<file path="config.mk">
export PLATFORM = sky130hd
export DESIGN_NAME = noise_req_scheduler
export DESIGN_NICKNAME = d
export VERILOG_FILES = /design/src/rtl/noise_req_scheduler.sv
export SDC_FILE = /design/constraint.sdc
export NUM_CORES = 1
export LEC_CHECK = 0
export BUFFER_PORTS_ARGS = -buffer_cell sky130_fd_sc_hd__buf_4
export CAP_MARGIN = 40
export CORE_UTILIZATION = 48
export CTS_CLUSTER_DIAMETER = 120
export DETAILED_ROUTE_END_ITERATION = 12
export PLACE_DENSITY = 0.84
export SLEW_MARGIN = 10
export SYNTH_ARGS = -nofsm -noshare
export SYNTH_HDL_FRONTEND = slang
export SYNTH_SLANG_ARGS = --single-unit
</file>
<file path="constraint.sdc">
create_clock -name i_clk -period 2.4 [get_ports i_clk]
set_input_delay 0.12 -clock i_clk [delete_from_list [all_inputs] [get_ports i_clk]]
set_output_delay 0.12 -clock i_clk [all_outputs]
set_load 0.05 [all_outputs]
</file>
<file path="src/rtl/noise_req_scheduler.sv">
// Round-robin arbiter sharing one 24-bit LFSR noise core: seeds it, steps it per grant, reseeds on lockup.
// Latency: req seen in IDLE at t -> step at t+1 -> ack/sample at t+3; requesters hold req until ack (level backpressure).
module noise_req_scheduler #(
    parameter int          NUM_REQ = 4,
    parameter logic [23:0] SEED    = 24'h000001,
    parameter int          IDX_W   = 2
) (
    input  logic                   i_clk,
    input  logic                   i_reset,
    input  logic [NUM_REQ-1:0]     i_req,
    input  logic [4*NUM_REQ-1:0]   i_shift_cfg,
    output logic [NUM_REQ-1:0]     o_ack,
    output logic [IDX_W-1:0]       o_gnt_idx,
    output logic [15:0]            o_sample,
    output logic                   o_lfsr_load,
    output logic [23:0]            o_lfsr_seed,
    output logic                   o_lfsr_step,
    input  logic [23:0]            i_lfsr_state
);

    typedef enum logic [2:0] {
        S_SEED,
        S_SETTLE,
        S_IDLE,
        S_STEP,
        S_WAIT,
        S_DELIVER
    } state_t;

    state_t               r_state;
    state_t               w_next;
    logic [IDX_W-1:0]     r_rr_ptr;
    logic [IDX_W-1:0]     r_win;
    logic [IDX_W-1:0]     r_gnt_idx;
    logic [NUM_REQ-1:0]   r_mask;
    logic [15:0]          r_sample;
    logic [NUM_REQ-1:0]   w_elig;
    logic [IDX_W-1:0]     w_idx;
    logic [IDX_W-1:0]     w_win;
    logic                 w_found;
    logic                 w_lockup;
    logic                 w_grant;
    logic [3:0]           w_shift_raw;
    logic [3:0]           w_shift;
    logic [15:0]          w_sample;

    // Round-robin scan starting just after the last winner.
    always_comb begin
        w_elig  = i_req & ~r_mask;
        w_found = 1'b0;
        w_win   = r_rr_ptr;
        w_idx   = r_rr_ptr;
        for (int i = 1; i <= NUM_REQ; i++) begin
            w_idx = IDX_W'((int'(r_rr_ptr) + i) % NUM_REQ);
            if (!w_found && w_elig[w_idx]) begin
                w_found = 1'b1;
                w_win   = w_idx;
            end
        end
    end

    assign w_lockup    = (i_lfsr_state == 24'd0);
    assign w_grant     = (r_state == S_IDLE) && !w_lockup && w_found;
    assign w_shift_raw = i_shift_cfg[{r_win, 2'b00} +: 4];
    assign w_shift     = (w_shift_raw > 4'd8) ? 4'd8 : w_shift_raw;
    assign w_sample    = 16'(i_lfsr_state >> w_shift);

    always_ff @(posedge i_clk) begin
        if (!i_reset) begin
            r_state   <= S_SEED;
            r_rr_ptr  <= IDX_W'(NUM_REQ - 1);
            r_win     <= '0;
            r_gnt_idx <= '0;
            r_mask    <= '0;
            r_sample  <= '0;
        end else begin
            r_state <= w_next;
            if (r_state == S_IDLE) begin
                r_mask <= '0;
            end
            if (w_grant) begin
                r_win    <= w_win;
                r_rr_ptr <= w_win;
            end
            if (r_state == S_DELIVER) begin
                r_mask    <= NUM_REQ'(1) << r_win;
                r_gnt_idx <= r_win;
                r_sample  <= w_sample;
            end
        end
    end

    always_comb begin
        w_next      = r_state;
        o_ack       = '0;
        o_gnt_idx   = r_gnt_idx;
        o_sample    = r_sample;
        o_lfsr_load = 1'b0;
        o_lfsr_seed = '0;
        o_lfsr_step = 1'b0;
        case (r_state)
            S_SEED: begin
                o_lfsr_load = 1'b1;
                o_lfsr_seed = SEED;
                w_next      = S_SETTLE;
            end
            S_SETTLE: w_next = S_IDLE;
            S_IDLE: begin
                // A zero state never leaves zero, so recovery beats arbitration.
                if (w_lockup) begin
                    o_lfsr_load = 1'b1;
                    o_lfsr_seed = ~SEED;
                    w_next      = S_SETTLE;
                end else if (w_found) begin
                    w_next = S_STEP;
                end
            end
            S_STEP: begin
                o_lfsr_step = 1'b1;
                w_next      = S_WAIT;
            end
            S_WAIT: w_next = S_DELIVER;
            S_DELIVER: begin
                o_ack     = NUM_REQ'(1) << r_win;
                o_gnt_idx = r_win;
                o_sample  = w_sample;
                w_next    = S_IDLE;
            end
            default: w_next = S_SEED;
        endcase
        // Outputs read as zero for the whole time reset is held.
        if (!i_reset) begin
            o_ack       = '0;
            o_gnt_idx   = '0;
            o_sample    = '0;
            o_lfsr_load = 1'b0;
            o_lfsr_seed = '0;
            o_lfsr_step = 1'b0;
        end
    end

endmodule

</file>
==> impl_metrics.py, run 1 <==
metrics = {
    "status": {
        "status": "finished, violations left",
        "violations": "negative setup slack",
    },
    "clock_network": {
        "cts.sinks": 29,
        "clk_pin_slew_ps": 70,
        "ctsHtreeMaxLevel": 2,
        "cts_root_buffer": "clkbuf_8",
        "ctsLongestPathBuffers": 2,
        "cts_buffers": 5,
        "holdBufCountCts": 0,
        "clock_latency_ps": 290,
        "cts_tree": "done",
    },
    "synthesis": {
        "yosysSeqAreaShare": 0.202,
        "synth_edf_count": 0,
        "synth-xor-area-share": 0,
        "avgSynthCellArea_um2": 8.37,
        "yosys.area_share.adder": 0,
        "synth_compound_area_frac": 0.233,
        "yosysWarningCount": 0,
        "synth.area.mux_share": 0.207,
        "synth.net_count": 389,
        "synth_top_family_by_area": "compound AO/OA/AOI/OAI gates",
        "syn-cell-area_um2": 2870,
        "ys_types": 60,
        "synth-simple-area-share": 0.224,
        "yosys_most_used_dff": "dfxtp_1",
        "ys_ff_latch": 29,
        "synthArstFlopShare": 0,
        "synthCells": 343,
    },
    "floorplanning": {
        "dieArea_um2": 6290,
        "num_rows": 27,
        "die_x_um": 79.3,
        "coreArea_um2": 5640,
        "start_util": 0.509,
        "fp.dieH_um": 79.3,
        "pin_count": 94,
    },
    "setup_path": {
        "crit_top_cell": "buf_6",
        "cp.arrival_ps": 2570,
        "end_kind": "output port",
        "r2r-end": "r_sample[9]",
        "cp.required_ps": 2280,
        "slowest_delay_ps": 650,
        "crit_slowest_cell": "mux4_2",
        "rr_worst_depth": 8,
        "ff2ff_setup_slack_ps": 70,
        "cp_max_fo": 7,
        "crit_type": "flop to output port",
        "cp-start-kind": "flop",
        "crit_chain": "mux4_2, nor2b_4, buf_6, buf_6, mux2_4, a221oi_2, a21oi_2, buf_6",
        "r2r_start": "r_win[0]",
    },
    "sta": {
        "min_period_over_period": 1.12,
        "worst_pin_slew_ps": 714,
        "setup_slack_ps": -290,
        "finalCriticalPeriod_ps": 2690,
        "max_slew_margin": 0.519,
        "slew_violations": 0,
        "hold_viol": 0,
        "setup_viol": 16,
        "skew_ps": 12.0,
        "rsz0062_at_grt": "true",
        "max_freq_mhz": 372,
    },
    "finish": {
        "layout-drive-gt1-share": 0.511,
        "layout_commonest_cell": "buf_4",
        "syn_to_final_growth_pct": 56.2,
        "layout_common_cells": "buf_4 (125), mux2i_1 (29), dfxtp_1 (28)",
        "fillCellCount": 388,
        "diodes": 0,
        "layout.nets": 507,
    },
    "detailed_routing": {
        "wl_per_cell_um": 20.0,
        "first_pass_iters": 5,
        "vias_per_cell": 6.24,
        "wl_mm": 10.7,
        "vias": 3334,
        "drc": 0,
        "drtIter0Drc": 319,
        "drt.antenna.violating_nets": 0,
    },
    "global_route": {
        "grt_start_max_net_pins": 24,
        "grt_first_pass_wirelength_mm": 16.4,
        "grt_util_all_layers": 0.342,
        "grt-ovfl-total": 0,
        "first_global_vias": 3130,
        "grt_antenna_before_repair": 0,
    },
    "hold_path": {
        "holdPathEnd": "r_rr_ptr[1]",
        "hp-class": "primary input to flop",
        "min-delay-start": "i_reset",
        "hold_depth": 2,
    },
    "power_and_ir_drop": {
        "report.power.total_mw": 1.95,
        "powerDensity_nw_per_um2": 435,
        "ir_worst_vdd_mv": 0.349,
        "p_leak_nw": 2.01,
    },
    "placement": {
        "portBuffers": 93,
        "gp_congestion": 0.982,
        "dpl_worst_slack_ps": -121,
        "place_hpwl_mm": 7.26,
    },
    "flow_run": {
        "max_cap_viol_count": 0,
    },
}
==> synthesized netlist by cell type (9+ instances only) <==
cell | n | area (µm²)
nand3_1 | 10 | 50.1
o211ai_1 | 9 | 67.6
mux2i_1 | 33 | 330
o21ai_0 | 12 | 60.1
a31oi_1 | 9 | 56.3
nand2_1 | 26 | 97.6
nor2_1 | 24 | 90.1
buf_6 | 10 | 113
clkbuf_1 | 9 | 33.8
buf_4 | 24 | 180
dfxtp_1 | 29 | 581
a21oi_1 | 16 | 80.1
==> worst max-delay path by stage <==
stage	startpoint	to	cells after the start
floorplan	r_win[0]	r_sample[1]	8
global placement	r_win[0]	o_sample[14]	8
detailed placement	r_win[0]	o_sample[11]	7
CTS	r_win[0]	o_sample[11]	8
global route	r_win[0]	o_sample[13]	8
finish	r_win[0]	o_sample[11]	8
==> logic make-up after synthesis <==
| family | after synthesis |
|---|---|
| compound gates | 92 |
| buf+inv | 56 |
| flops | 29 |
| mux | 51 |
| simple gates | 115 |
==> stage by stage <==
stage | instance area [µm²] | util | instances | setup TNS [ps] | hold slack, ps
finish | 4480 | 0.795 | 534 | -3640 | 180
global route | 4480 | 0.795 | 534 | -4740 | 200
CTS | 4350 | 0.771 | 529 | -3530 | 178
detailed placement | 3800 | 0.673 | 501 | -992 | 468
global placement | 3800 | 0.673 | 501 | -295 | 454
floorplan | 3010 | - | 343 | 0 | 441
==> worst max-delay path: cells and delay by family (launching register included) <==
kind	cells	cell delay, ps
AO/OA/AOI/OAI	2	380
buffers and inverters	3	390
flip-flops	1	390
multiplexers	2	940
AND/OR/NAND/NOR	1	180
==> where the power goes <==
group / switching, mW / internal [mW] / total, mW
registers: 0.0160 / 0.493 / 0.509
clock network: 0.208 / 0.337 / 0.546
logic: 0.450 / 0.448 / 0.898
total: 0.674 / 1.28 / 1.95
==> registers in the layout, indices dropped and copies added (netlist names) <==
register / count
r_rr_ptr: 2
r_gnt_idx: 2
r_mask: 4
r_win: 2
r_sample: 16
r_state: 3
==> final cells by class <==
class / instances / area (µm²) / area share
multi-input combinational: 259 / 2250 / 0.501
tap: 72 / 90.1 / 0.0201
clock buffer: 6 / 82.6 / 0.0184
clock inverter: 2 / 37.5 / 0.00837
sequential: 29 / 584 / 0.130
timing repair buffer: 159 / 1420 / 0.316
inverter: 7 / 26.3 / 0.00586
==> timing repair <==
item,CTS,global route
setup endpoints to repair,16,17
gates cloned,4,0
resized for setup,50,27
pin swaps,25,19
buffers inserted,17,5
==> layer usage <==
metal | vias to the layer above | wire length (µm) | share of wire | GRT usage
li1 | 1524 | - | - | -
met1 | 1586 | 4630 | 0.43 | 0.457
met2 | 197 | 4950 | 0.46 | 0.562
met3 | 27 | 839 | 0.079 | 0.0517
met4 | 0 | 263 | 0.025 | 0.105
met5 | - | 0 | 0 | 0
Power figures use the tool's default switching activity.
==> run 2, diff against run 1 <==
- ABC_AREA: default -> 1
- PLACE_DENSITY: 0.84 -> 0.86
==> run 2 against run 1 <==
  * The run still ends with negative setup slack left
  * Synthesized cell count is 31% higher
  * Area after synthesis is 8.2% lower
  * Register-to-register slack better by 290 ps
  * Wire length is 16% lower
  * Largest power group unchanged
  * Sequential share of layout area is 2.2 points higher
  * Critical path depth is 6 higher
  * Cell count is 13% higher
  * Clock skew is 9.5 ps lower
  * Critical path type unchanged
  * Critical endpoint is now o_sample[5]
  * Largest cell class unchanged
==> impl_metrics.py, run 2 <==
metrics = {
    "status": {
        "status": "finished, violations left",
        "violations": "negative setup slack",
    },
    "power_and_ir_drop": {
        "powerDensity_nw_per_um2": 940,
        "p_leak_nw": 1.92,
        "ir_worst_vdd_mv": 0.535,
    },
    "detailed_routing": {
        "first_pass_iters": 5,
        "wl_per_cell_um": 14.9,
        "vias": 3329,
        "drc": 0,
        "drtIter0Drc": 311,
        "vias_per_cell": 5.50,
        "wl_mm": 8.99,
        "drt.antenna.violating_nets": 0,
    },
    "sta": {
        "skew_ps": 2.54,
        "setup_viol": 3,
        "min_period_over_period": 1.01,
        "max_freq_mhz": 412,
        "hold_viol": 0,
        "setup_slack_ps": -27.6,
        "slew_violations": 0,
        "worst_pin_slew_ps": 349,
        "rsz0062_at_grt": "true",
        "whs_ps": 186,
        "tns_ps": -30.8,
        "finalCriticalPeriod_ps": 2430,
        "max_slew_margin": 0.766,
    },
    "global_route": {
        "grt_util_all_layers": 0.272,
        "grt_antenna_before_repair": 0,
        "first_global_vias": 2986,
        "met2_usage": 0.505,
        "grt_first_pass_wirelength_mm": 13.0,
        "grt_start_max_net_pins": 35,
        "grt-ovfl-total": 0,
        "top_usage_layer": "met2",
        "grt.met1_usage": 0.303,
        "grt_util_met3": 0.0575,
    },
    "synthesis": {
        "yosysWarningCount": 0,
        "yosysSeqAreaShare": 0.220,
        "synth_largest_area_cell": "dfxtp_1",
        "synth_edf_count": 0,
        "syn-cell-area_um2": 2630,
        "synth_top_area_share": 0.220,
        "yosys_most_used_dff": "dfxtp_1",
        "synthTopCellsByArea": "dfxtp_1 (22%), nand2_1 (21%), nand3_1 (16%), buf_4 (7.4%), inv_1 (5.1%)",
        "synthArstFlopShare": 0,
        "synthCells": 449,
        "ys_types": 33,
        "yosysMostFrequentCell": "nand2_1",
        "avgSynthCellArea_um2": 5.87,
        "ys_ff_latch": 29,
        "synth.net_count": 495,
        "synthTopCellsByCount": "nand2_1 (144), nand3_1 (83), inv_1 (36), dfxtp_1 (29)",
    },
    "finish": {
        "syn_to_final_growth_pct": 47.0,
        "fin_area_um2": 3870,
        "layout.nets": 580,
        "instances_no_fill": 605,
        "layout-drive-gt1-share": 0.394,
        "largest_reg_flops": 16,
        "layout_commonest_cell": "nand2_1",
        "top_regs": "r_sample x16, r_mask x4, r_state x3",
        "layout_common_cells": "nand2_1 (119), buf_4 (91), nand3_1 (76)",
        "diodes": 0,
        "largest-register": "r_sample",
    },
    "clock_network": {
        "clock_latency_ps": 290,
        "ctsLongestPathBuffers": 2,
        "cts_tree": "done",
        "cts_root_buffer": "clkbuf_8",
        "cts.sinks": 29,
        "clk_pin_slew_ps": 60,
        "cts_buffers": 5,
        "ctsHtreeMaxLevel": 2,
    },
    "setup_path": {
        "cp.required_ps": 2280,
        "cp.arrival_ps": 2310,
        "crit_type": "flop to output port",
        "end_kind": "output port",
        "cp-start-kind": "flop",
        "cp_max_fo": 8,
    },
    "floorplanning": {
        "num_rows": 26,
        "fp.dieH_um": 76.1,
        "pin_count": 94,
        "dieArea_um2": 5790,
        "coreArea_um2": 5200,
        "die_x_um": 76.1,
        "start_util": 0.506,
    },
    "flow_run": {
        "max_cap_viol_count": 0,
    },
    "placement": {
        "place_inst": 583,
        "place_hpwl_mm": 5.94,
        "dpl_worst_slack_ps": 61.3,
        "placedInstanceArea_um2": 3250,
        "portBuffers": 93,
        "gp_congestion": 0.990,
    },
    "hold_path": {
        "hp-class": "primary input to flop",
    },
}
## run 2: cell count changes after synthesis, moves of 8 or more
cell / previous run / this run
nand2_1: 26 / 144
mux2i_1: 33 / 0
o21ai_0: 12 / 26
inv_1: 7 / 36
nand3_1: 10 / 83
a31oi_1: 9 / 0
mux2_2: 8 / 0
## run 2: metal layers
metal	wire [µm]	part of all wire	vias to the layer above
met3	665	0.074	44
met5	0	0	-
met4	394	0.044	0
met1	3260	0.36	1500
met2	4660	0.52	152
li1	-	-	1633
## run 2: worst paths after layout
check                     from            to  slack, ps  cells past startpoint
hold reg to reg   r_gnt_idx[0]  r_gnt_idx[0]        470                      2
setup reg to reg      r_win[0]   r_sample[5]        360                     14
hold / removal         i_reset   r_rr_ptr[0]        190                      2
setup / recovery      r_win[0]   o_sample[5]        -30                     14
## run 2: logic make-up after synthesis
family          count (synthesis)  share of synthesized area
compound gates                 65                      0.148
xor+xnor                        1                    0.00618
simple gates                  273                      0.461
buf+inv                        81                      0.165
flops                          29                      0.220
## run 2: power by group
| part | internal [mW] | leakage [nW] | switching (mW) | total, mW |
|---|---|---|---|---|
| clock | 0.259 | 0.0542 | 0.193 | 0.452 |
| combinational | 0.966 | 1.63 | 1.60 | 2.56 |
| sequential | 0.555 | 0.237 | 0.0689 | 0.623 |
| total | 1.78 | 1.92 | 1.86 | 3.64 |
## run 2: final cells by class
type | count | area [µm²]
clock buffers | 7 | 96.3
clock inverters | 1 | 5.00
fillers | 402 | 1330
inverters | 38 | 145
multi-input cells | 342 | 1890
flip-flops and latches | 29 | 588
well taps | 70 | 87.6
repair buffers | 118 | 1060
## run 2: per-stage QoR
stage | utilization | power [mW]
after detailed placement | 0.625 | 2.56
after CTS | 0.651 | 3.05
final | 0.744 | 3.64
after global routing | 0.744 | 3.88
after floorplan | - | 2.10
after global placement | 0.625 | 2.53
## run 2: repair_timing
item,in CTS,in global routing
hold buffers,0,0
gates cloned,0,7
setup buffers,1,6
gates resized for setup,9,82
pin swaps,1,16
setup endpoints to repair,16,16
## run 2: worst max-delay path, stage by stage (launching register included)
cell	delay, ps
dfxtp_4	410
buf_6	150
nand3_2	90
nand2_2	120
nor2_8	70
buf_4	140
buf_4	150
nand3_1	90
nand3_1	120
nand3_1	120
nand2_1	70
inv_1	50
nand2_1	70
a21oi_2	190
buf_6	180
